**config.mk**
```make
export PLATFORM = sky130hd
export DESIGN_NAME = btn_conditioner
export DESIGN_NICKNAME = d
export VERILOG_FILES = /design/src/rtl/btn_conditioner.sv
export SDC_FILE = /design/constraint.sdc
export NUM_CORES = 1
export LEC_CHECK = 0
export CAP_MARGIN = 40
export CORE_ASPECT_RATIO = 1.1
export CORE_MARGIN = 2
export CORE_UTILIZATION = 45
export CTS_CLUSTER_DIAMETER = 200
export DETAILED_ROUTE_END_ITERATION = 7
export GPL_TIMING_DRIVEN = 0
export PLACE_DENSITY = 0.7
export SLEW_MARGIN = 20
export SYNTH_ARGS = -nofsm -noshare
export SYNTH_HDL_FRONTEND = slang
export SYNTH_SLANG_ARGS = --single-unit
```
**constraint.sdc**
```tcl
create_clock -name clk -period 2.8 [get_ports clk]
set_input_delay 0.84 -clock clk [delete_from_list [all_inputs] [get_ports clk]]
set_output_delay 0.84 -clock clk [all_outputs]
set_load 0.01 [all_outputs]
```
**src/rtl/btn_conditioner.sv**
```systemverilog
// Per-channel pushbutton conditioner: 2-flop synchroniser, debounce FSM, level and pulse outputs.
// Defining BTN_AUTO_REPEAT_EN adds auto-repeat of btn_press once a long press has fired.
//
// state        | meaning
// IDLE         | released, waiting for the synchronised input to rise
// PRESS_WAIT   | input high, counting stable samples before accepting the press
// HELD         | press accepted, timing the long press (and auto-repeat if enabled)
// RELEASE_WAIT | input low, counting stable samples before accepting the release

module btn_conditioner #(
  parameter int N_BTN        = 4,
  parameter int DEBOUNCE_CYC = 500000,
  parameter int LONG_CYC     = 50000000,
  parameter int REPEAT_CYC   = 10000000
) (
  input  logic             clk,
  input  logic             rst_n,
  input  logic [N_BTN-1:0] btn_in,
  output logic [N_BTN-1:0] btn_level,
  output logic [N_BTN-1:0] btn_press,
  output logic [N_BTN-1:0] btn_release,
  output logic [N_BTN-1:0] btn_long,
  output logic             any_press
);

  localparam int DW = $clog2(DEBOUNCE_CYC) + 1;
  localparam int HW = $clog2(LONG_CYC) + 1;
  localparam logic [DW-1:0] DEB_ONE   = DW'(1);
  localparam logic [DW-1:0] DEB_LAST  = DW'(DEBOUNCE_CYC - 1);
  localparam logic [HW-1:0] HOLD_ONE  = HW'(1);
  localparam logic [HW-1:0] HOLD_LAST = HW'(LONG_CYC - 1);
  localparam logic [HW-1:0] HOLD_SAT  = HW'(LONG_CYC);
  // With a single-sample debounce the edge is accepted straight from IDLE/HELD.
  localparam bit DEB_SINGLE = (DEBOUNCE_CYC <= 1);
`ifdef BTN_AUTO_REPEAT_EN
  localparam int RW = $clog2(REPEAT_CYC) + 1;
  localparam logic [RW-1:0] REP_ONE  = RW'(1);
  localparam logic [RW-1:0] REP_LAST = RW'(REPEAT_CYC - 1);
`endif

  if (DEBOUNCE_CYC < 1 || LONG_CYC < 1 || REPEAT_CYC < 1) begin : g_bad_param
    $error("btn_conditioner: cycle parameters must be at least 1");
  end

  typedef enum logic [1:0] {IDLE, PRESS_WAIT, HELD, RELEASE_WAIT} state_t;

  logic [N_BTN-1:0] s1;
  logic [N_BTN-1:0] s2;
  logic [N_BTN-1:0] press_v;
  logic [N_BTN-1:0] release_v;
  logic [N_BTN-1:0] long_v;

  always_ff @(posedge clk or negedge rst_n) begin
    if (!rst_n) begin
      s1 <= '0;
      s2 <= '0;
    end else begin
      s1 <= btn_in;
      s2 <= s1;
    end
  end

  for (genvar i = 0; i < N_BTN; i++) begin : g_ch
    state_t        state, state_nxt;
    logic [DW-1:0] deb_cnt, deb_nxt;
    logic [HW-1:0] hold_cnt, hold_nxt;
    logic          press_c, release_c, long_c;
    logic          press_r, release_r, long_r;
`ifdef BTN_AUTO_REPEAT_EN
    logic [RW-1:0] rep_cnt, rep_nxt;
`endif

    always_ff @(posedge clk or negedge rst_n) begin
      if (!rst_n) begin
        state     <= IDLE;
        deb_cnt   <= '0;
        hold_cnt  <= '0;
        press_r   <= 1'b0;
        release_r <= 1'b0;
        long_r    <= 1'b0;
`ifdef BTN_AUTO_REPEAT_EN
        rep_cnt   <= '0;
`endif
      end else begin
        state     <= state_nxt;
        deb_cnt   <= deb_nxt;
        hold_cnt  <= hold_nxt;
        press_r   <= press_c;
        release_r <= release_c;
        long_r    <= long_c;
`ifdef BTN_AUTO_REPEAT_EN
        rep_cnt   <= rep_nxt;
`endif
      end
    end

    always_comb begin
      state_nxt = state;
      deb_nxt   = deb_cnt;
      hold_nxt  = hold_cnt;
      press_c   = 1'b0;
      release_c = 1'b0;
      long_c    = 1'b0;
`ifdef BTN_AUTO_REPEAT_EN
      rep_nxt   = rep_cnt;
`endif
      case (state)
        IDLE: begin
`ifdef BTN_AUTO_REPEAT_EN
          rep_nxt = '0;
`endif
          if (s2[i]) begin
            if (DEB_SINGLE) begin
              state_nxt = HELD;
              press_c   = 1'b1;
              hold_nxt  = '0;
              deb_nxt   = '0;
            end else begin
              state_nxt = PRESS_WAIT;
              deb_nxt   = DEB_ONE;
            end
          end
        end
        PRESS_WAIT: begin
          if (!s2[i]) begin
            state_nxt = IDLE;
            deb_nxt   = '0;
          end else if (deb_cnt == DEB_LAST) begin
            state_nxt = HELD;
            press_c   = 1'b1;
            hold_nxt  = '0;
            deb_nxt   = '0;
          end else begin
            deb_nxt = deb_cnt + DEB_ONE;
          end
        end
        HELD: begin
          if (!s2[i]) begin
            if (DEB_SINGLE) begin
              state_nxt = IDLE;
              release_c = 1'b1;
              deb_nxt   = '0;
`ifdef BTN_AUTO_REPEAT_EN
              rep_nxt   = '0;
`endif
            end else begin
              state_nxt = RELEASE_WAIT;
              deb_nxt   = DEB_ONE;
            end
          end else begin
            if (hold_cnt == HOLD_LAST) begin
              long_c   = 1'b1;
              hold_nxt = HOLD_SAT;
            end else if (hold_cnt != HOLD_SAT) begin
              hold_nxt = hold_cnt + HOLD_ONE;
            end
`ifdef BTN_AUTO_REPEAT_EN
            // A saturated hold counter means btn_long has already fired.
            if (hold_cnt == HOLD_SAT) begin
              if (rep_cnt == REP_LAST) begin
                press_c = 1'b1;
                rep_nxt = '0;
              end else begin
                rep_nxt = rep_cnt + REP_ONE;
              end
            end
`endif
          end
        end
        RELEASE_WAIT: begin
          if (s2[i]) begin
            state_nxt = HELD;
            deb_nxt   = '0;
          end else if (deb_cnt == DEB_LAST) begin
            state_nxt = IDLE;
            release_c = 1'b1;
            deb_nxt   = '0;
`ifdef BTN_AUTO_REPEAT_EN
            rep_nxt   = '0;
`endif
          end else begin
            deb_nxt = deb_cnt + DEB_ONE;
          end
        end
        default: begin
          state_nxt = IDLE;
          deb_nxt   = '0;
          hold_nxt  = '0;
        end
      endcase
    end

    assign press_v[i]   = press_r;
    assign release_v[i] = release_r;
    assign long_v[i]    = long_r;
  end

  always_ff @(posedge clk or negedge rst_n) begin
    if (!rst_n) begin
      btn_level   <= '0;
      btn_press   <= '0;
      btn_release <= '0;
      btn_long    <= '0;
      any_press   <= 1'b0;
    end else begin
      btn_level   <= (btn_level | press_v) & ~release_v;
      btn_press   <= press_v;
      btn_release <= release_v;
      btn_long    <= long_v;
      any_press   <= |press_v;
    end
  end

endmodule

```
# Word level (Yosys, flattened, before mapping)
# Index checks and enable logic that the tools add are counted.
# word_totals
reg_bits	233
in_bits	6
output_inout_bits	17
word_cells	227
# classes
addsub	8
eq_ne	56
n_mux	108
n_bitwise	3
reduce_logical	21
# ops
operator	n
$mux 27	20
$mux 20	20
$pmux 20 s4	4
$pmux 27 s2	4
$add 27x1->27 const B	4
$eq 27x26->1 const B	4
$ne 27x26->1 const B	4
$add 20x1->20 const B	4
$eq 20x19->1 const B	4
$mux 2	24
$ne 2x2->1 const B	20
$ne 3x3->1 const B	12
$mux 1	32
$pmux 2 s4	4
$reduce_and 5->1	4
$eq 2x2->1 const B	8
$reduce_and 4->1	4
$eq 2x1->1 const B	4
$logic_not 2->1	4
$reduce_and 2->1	4
$reduce_bool 2->1	4
$and 4x4->4	1
$not 4->4	1
$or 4x4->4	1
$reduce_or 4->1	1

# Depth between registers and ports, before layout
# logic_depth
word_depth	5
depth_mapped	10
depth_no_buf	8

# Least setup slack after synthesis
# Ideal clock, no wire load.
# synth_path
kind	reg2reg
startpoint	register g_ch[1].hold_cnt[0]
endpoint	register g_ch[1].hold_cnt[18]
setup_ns	0.069
arrival_ns	2.080
required_ns	2.731
path_slack_ns	0.652
stages_incl_launch_ff	8
path_buffers	1
period_less_slack_ns	2.148
path_cell_list	dfrtp_1 -> ha_1 -> nand4_1 -> or4_1 -> buf_2 -> or3_1 -> or3_1 -> nand3_1
# synth_between
elab_chain_len	5
word_cells_on_any_way	9
cone_classes	1 x add/sub; 3 x eq/ne; 4 x mux; 1 x reduce/logical
# synth_lines
element	line_no	source
start: declaration	66	logic [HW-1:0] hold_cnt, hold_nxt;
start signal: assignment	87	hold_cnt <= hold_nxt;
$add 27x1->27	155	hold_nxt = hold_cnt + HOLD_ONE;
$mux 27	154	end else if (hold_cnt != HOLD_SAT) begin
$mux 27	151	if (hold_cnt == HOLD_LAST) begin
$mux 27	138	if (!s2[i]) begin
$pmux 27 s2	107	case (state)
# Several ways; a longest one is shown, not always the timed one. The select of a mux whose other input is x is not followed.
# A chain may end at the register's enable or synchronous reset.

# Final worst setup path
# layout_path
startpoint	register g_ch[0].hold_cnt[14]
endpoint	register g_ch[0].hold_cnt[24]
# layout_between
elab_chain_len	5
word_cells_on_any_way	9
cone_classes	1 x add/sub; 3 x eq/ne; 4 x mux; 1 x reduce/logical
# layout_lines
element	line_no
start: declaration	66
start signal: assignment	87
$add 27x1->27	155
$mux 27	154
$mux 27	151
$mux 27	138
$pmux 27 s2	107
# Several ways; a longest one is shown, not always the timed one. The select of a mux whose other input is x is not followed.

==> impl_metrics.ini <==
[outcome]
outcome = finished, final reports clean

[sta]
fmax_ghz = 0.3887
worst_slew_pin_slew_ns = 0.7877
hold_ws_ns = 0.2415
fin_setup_tns_ns = 0
rsz0062_at_grt = no
period_share_pct = 91.89
max_slew_margin_pct = 47.09
finalMaxSlewViolations = 0
finalSetupViolations = 0
fin_crit_ns = 2.573
setup_ws_ns = 0.2271
finalHoldViolCount = 0
fin_skew_ns = 0.01545

[cts]
cts_tree = yes
htreeDepth = 1
cts_buffer_depth = 3
insertion_delay_ns = 0.53
clockRootBuffer = clkbuf_16
path_clk_slew_ns = 0.06
cts_setup_buffers = 0
clock-sinks = 233
numCtsBuffers = 26

[placed_design]
placed_cells = 1777
pre_cts_ws_ns = -0.001121
place.port_buffers = 22
routabilityCongestion = 0.8899
place_area_um2 = 13210
post-dp-hpwl_um = 19780

[layout]
top_register = g_ch.hold_cnt
final_area_um2 = 14150
largest_reg_flops = 108
drive_above_1_share_pct = 6.735
antenna_cells = 0
largestRegisters = g_ch.hold_cnt (108), g_ch.deb_cnt (80)
synthToLayoutAreaGrowth_pct = 13.37
regArea_um2 = 5831
stdcell_count = 1827
fill_cells = 2504
fin_util_pct = 52.17
layout_commonest_cell = dfrtp_1
nets = 1468
multiInputGateArea_um2 = 6309
mostFrequentLayoutCells = dfrtp_1, o21ai_0, nand2_1

[synth]
synth_edf_count = 0
synth.ff_latch_count = 233
synth_nets = 1414
yosysWarnings = 0
synthArstFlopShare_pct = 100.0
yosys_most_used_dff = dfrtp_1
syn-cell-area_um2 = 12480
synth_cell_types = 71
yosysSeqAreaShare_pct = 46.73
synthCells = 1396
syn_area_per_cell_um2 = 8.939

[worst_setup_path]
endpoint_kind = flip-flop
arrival_ns = 3.00
crit_required_ns = 3.23
r2r_cells = 8
crit_path_start = g_ch[0].hold_cnt[14]
timing.rr.start = g_ch[0].hold_cnt[14]
rrSetupSlack_ns = 0.23
r2r_end = g_ch[0].hold_cnt[24]
setup.worst_path.class = flip-flop to flip-flop
crit_fanout = 10
crit_path_start_kind = flip-flop

[floorplan]
num_io_pins = 23
die_area_um2 = 29080
die_h_um = 178.7
dieWidth_um = 162.8
core_um2 = 27120
initial_utilization_pct = 46.02
num_rows = 63

[drt]
ant_nets = 0
vias_per_cell = 5.962
drt-total-wl_um = 29240
drc = 0
drt_first_pass_iters = 5
num_vias = 10890
wl_per_cell_um = 16.01
drt_iter0_drc = 996

[run]
maxCapViolCount = 0

[global_route]
grt_overflow = 0
first_global_vias = 10480
track_usage_pct = 20.47
antenna_found_initial = 0
grt_pass1_wl_um = 50510
grt_max_degree = 90

[power_and_ir_drop]
power_mw = 7.442
p_per_area_nw_per_um2 = 526.1
vdd_drop_max_mv = 0.3940
power.leakage_nw = 5.758

[worst_hold_path]
hp-class = input port to async pin
## power by group
group | switching [mW] | internal [mW] | leakage, nW
clock network | 1.37 | 2.26 | 0.455
logic | 0.253 | 0.102 | 2.09
registers | 0.0459 | 3.41 | 3.22
total | 1.67 | 5.78 | 5.76
## metal layers
layer	up-vias	track usage (%)	wire length, um
met4	0	5.015	495
li1	5310	-	-
met1	5327	27.95	13660
met3	42	2.336	1146
met2	214	34.96	13940
met5	-	0	0
## cell type report
cell class	instances	share of cell area [%]
Clock buffer	37	5.395
Sequential cell	233	41.22
Inverter	30	0.7960
Tap cell	357	3.158
Clock inverter	11	1.114
Buffer	52	1.672
Timing Repair Buffer	26	2.052
Multi-Input combinational cell	1081	44.60
## worst max-delay path, cell delays in order (launching register included)
cell and delay (ns):
dfrtp_1 0.32, clkbuf_1 0.29, and3b_1 0.24, nand4_1 0.20
o31a_1 0.43, a21oi_2 0.36, clkbuf_1 0.39, o21ai_0 0.15
o21ai_0 0.11
## cells in the mapped netlist (all sizes together), types with 9 or more instances
cell	instances	share of area, %
nor2b	23	1.2
xnor2	11	0.77
and2	20	1.0
o21ai	195	7.8
nor2	111	3.4
nand2b	14	0.70
xor2	14	0.98
nand3	93	3.7
nand4	47	2.5
nand2	145	4.4
clkbuf	34	1.0
ha	12	1.2
nor3	41	1.6
a31oi	32	1.6
a21oi	55	2.2
o31ai	37	2.2
nor4	25	1.9
o41ai	9	0.63
and3	40	2.0
nor4b	12	1.0
inv	30	0.90
and4	14	0.98
nor3b	10	0.60
or3	14	0.74
buf	18	0.86
dfrtp	233	47
## how the worst max path moves through the flow
stage	to	slack (ns)	cells past startpoint
2_1_floorplan	g_ch[1].hold_cnt[18]	0.65	7
3_3_place_gp	g_ch[1].deb_cnt[10]	-9.17	1
3_5_place_dp	g_ch[0].hold_cnt[4]	-0.001	9
4_1_cts	g_ch[0].hold_cnt[24]	0.11	8
5_1_grt	g_ch[0].hold_cnt[15]	0.02	7
6_report	g_ch[0].hold_cnt[24]	0.23	8
## cell families (layout without fill, tap and decap cells)
family,count (synthesis),count (layout),share of synthesized area [%]
AOI/OAI and AO/OA,396,396,19.10
xor gates and xnor gates,25,25,1.755
adders and majority gates,12,12,1.203
buffers and inverters,82,156,2.787
DFF,233,233,46.73
muxes,10,10,0.8523
and+or+nand+nor,638,638,27.57
## what timing repair did
item,in CTS,in global routing
resized for setup,1,5
hold buffers,0,0
pin swaps,0,0
setup endpoints to repair,1,18
No activity file was read; power rests on OpenSTA's default activity.
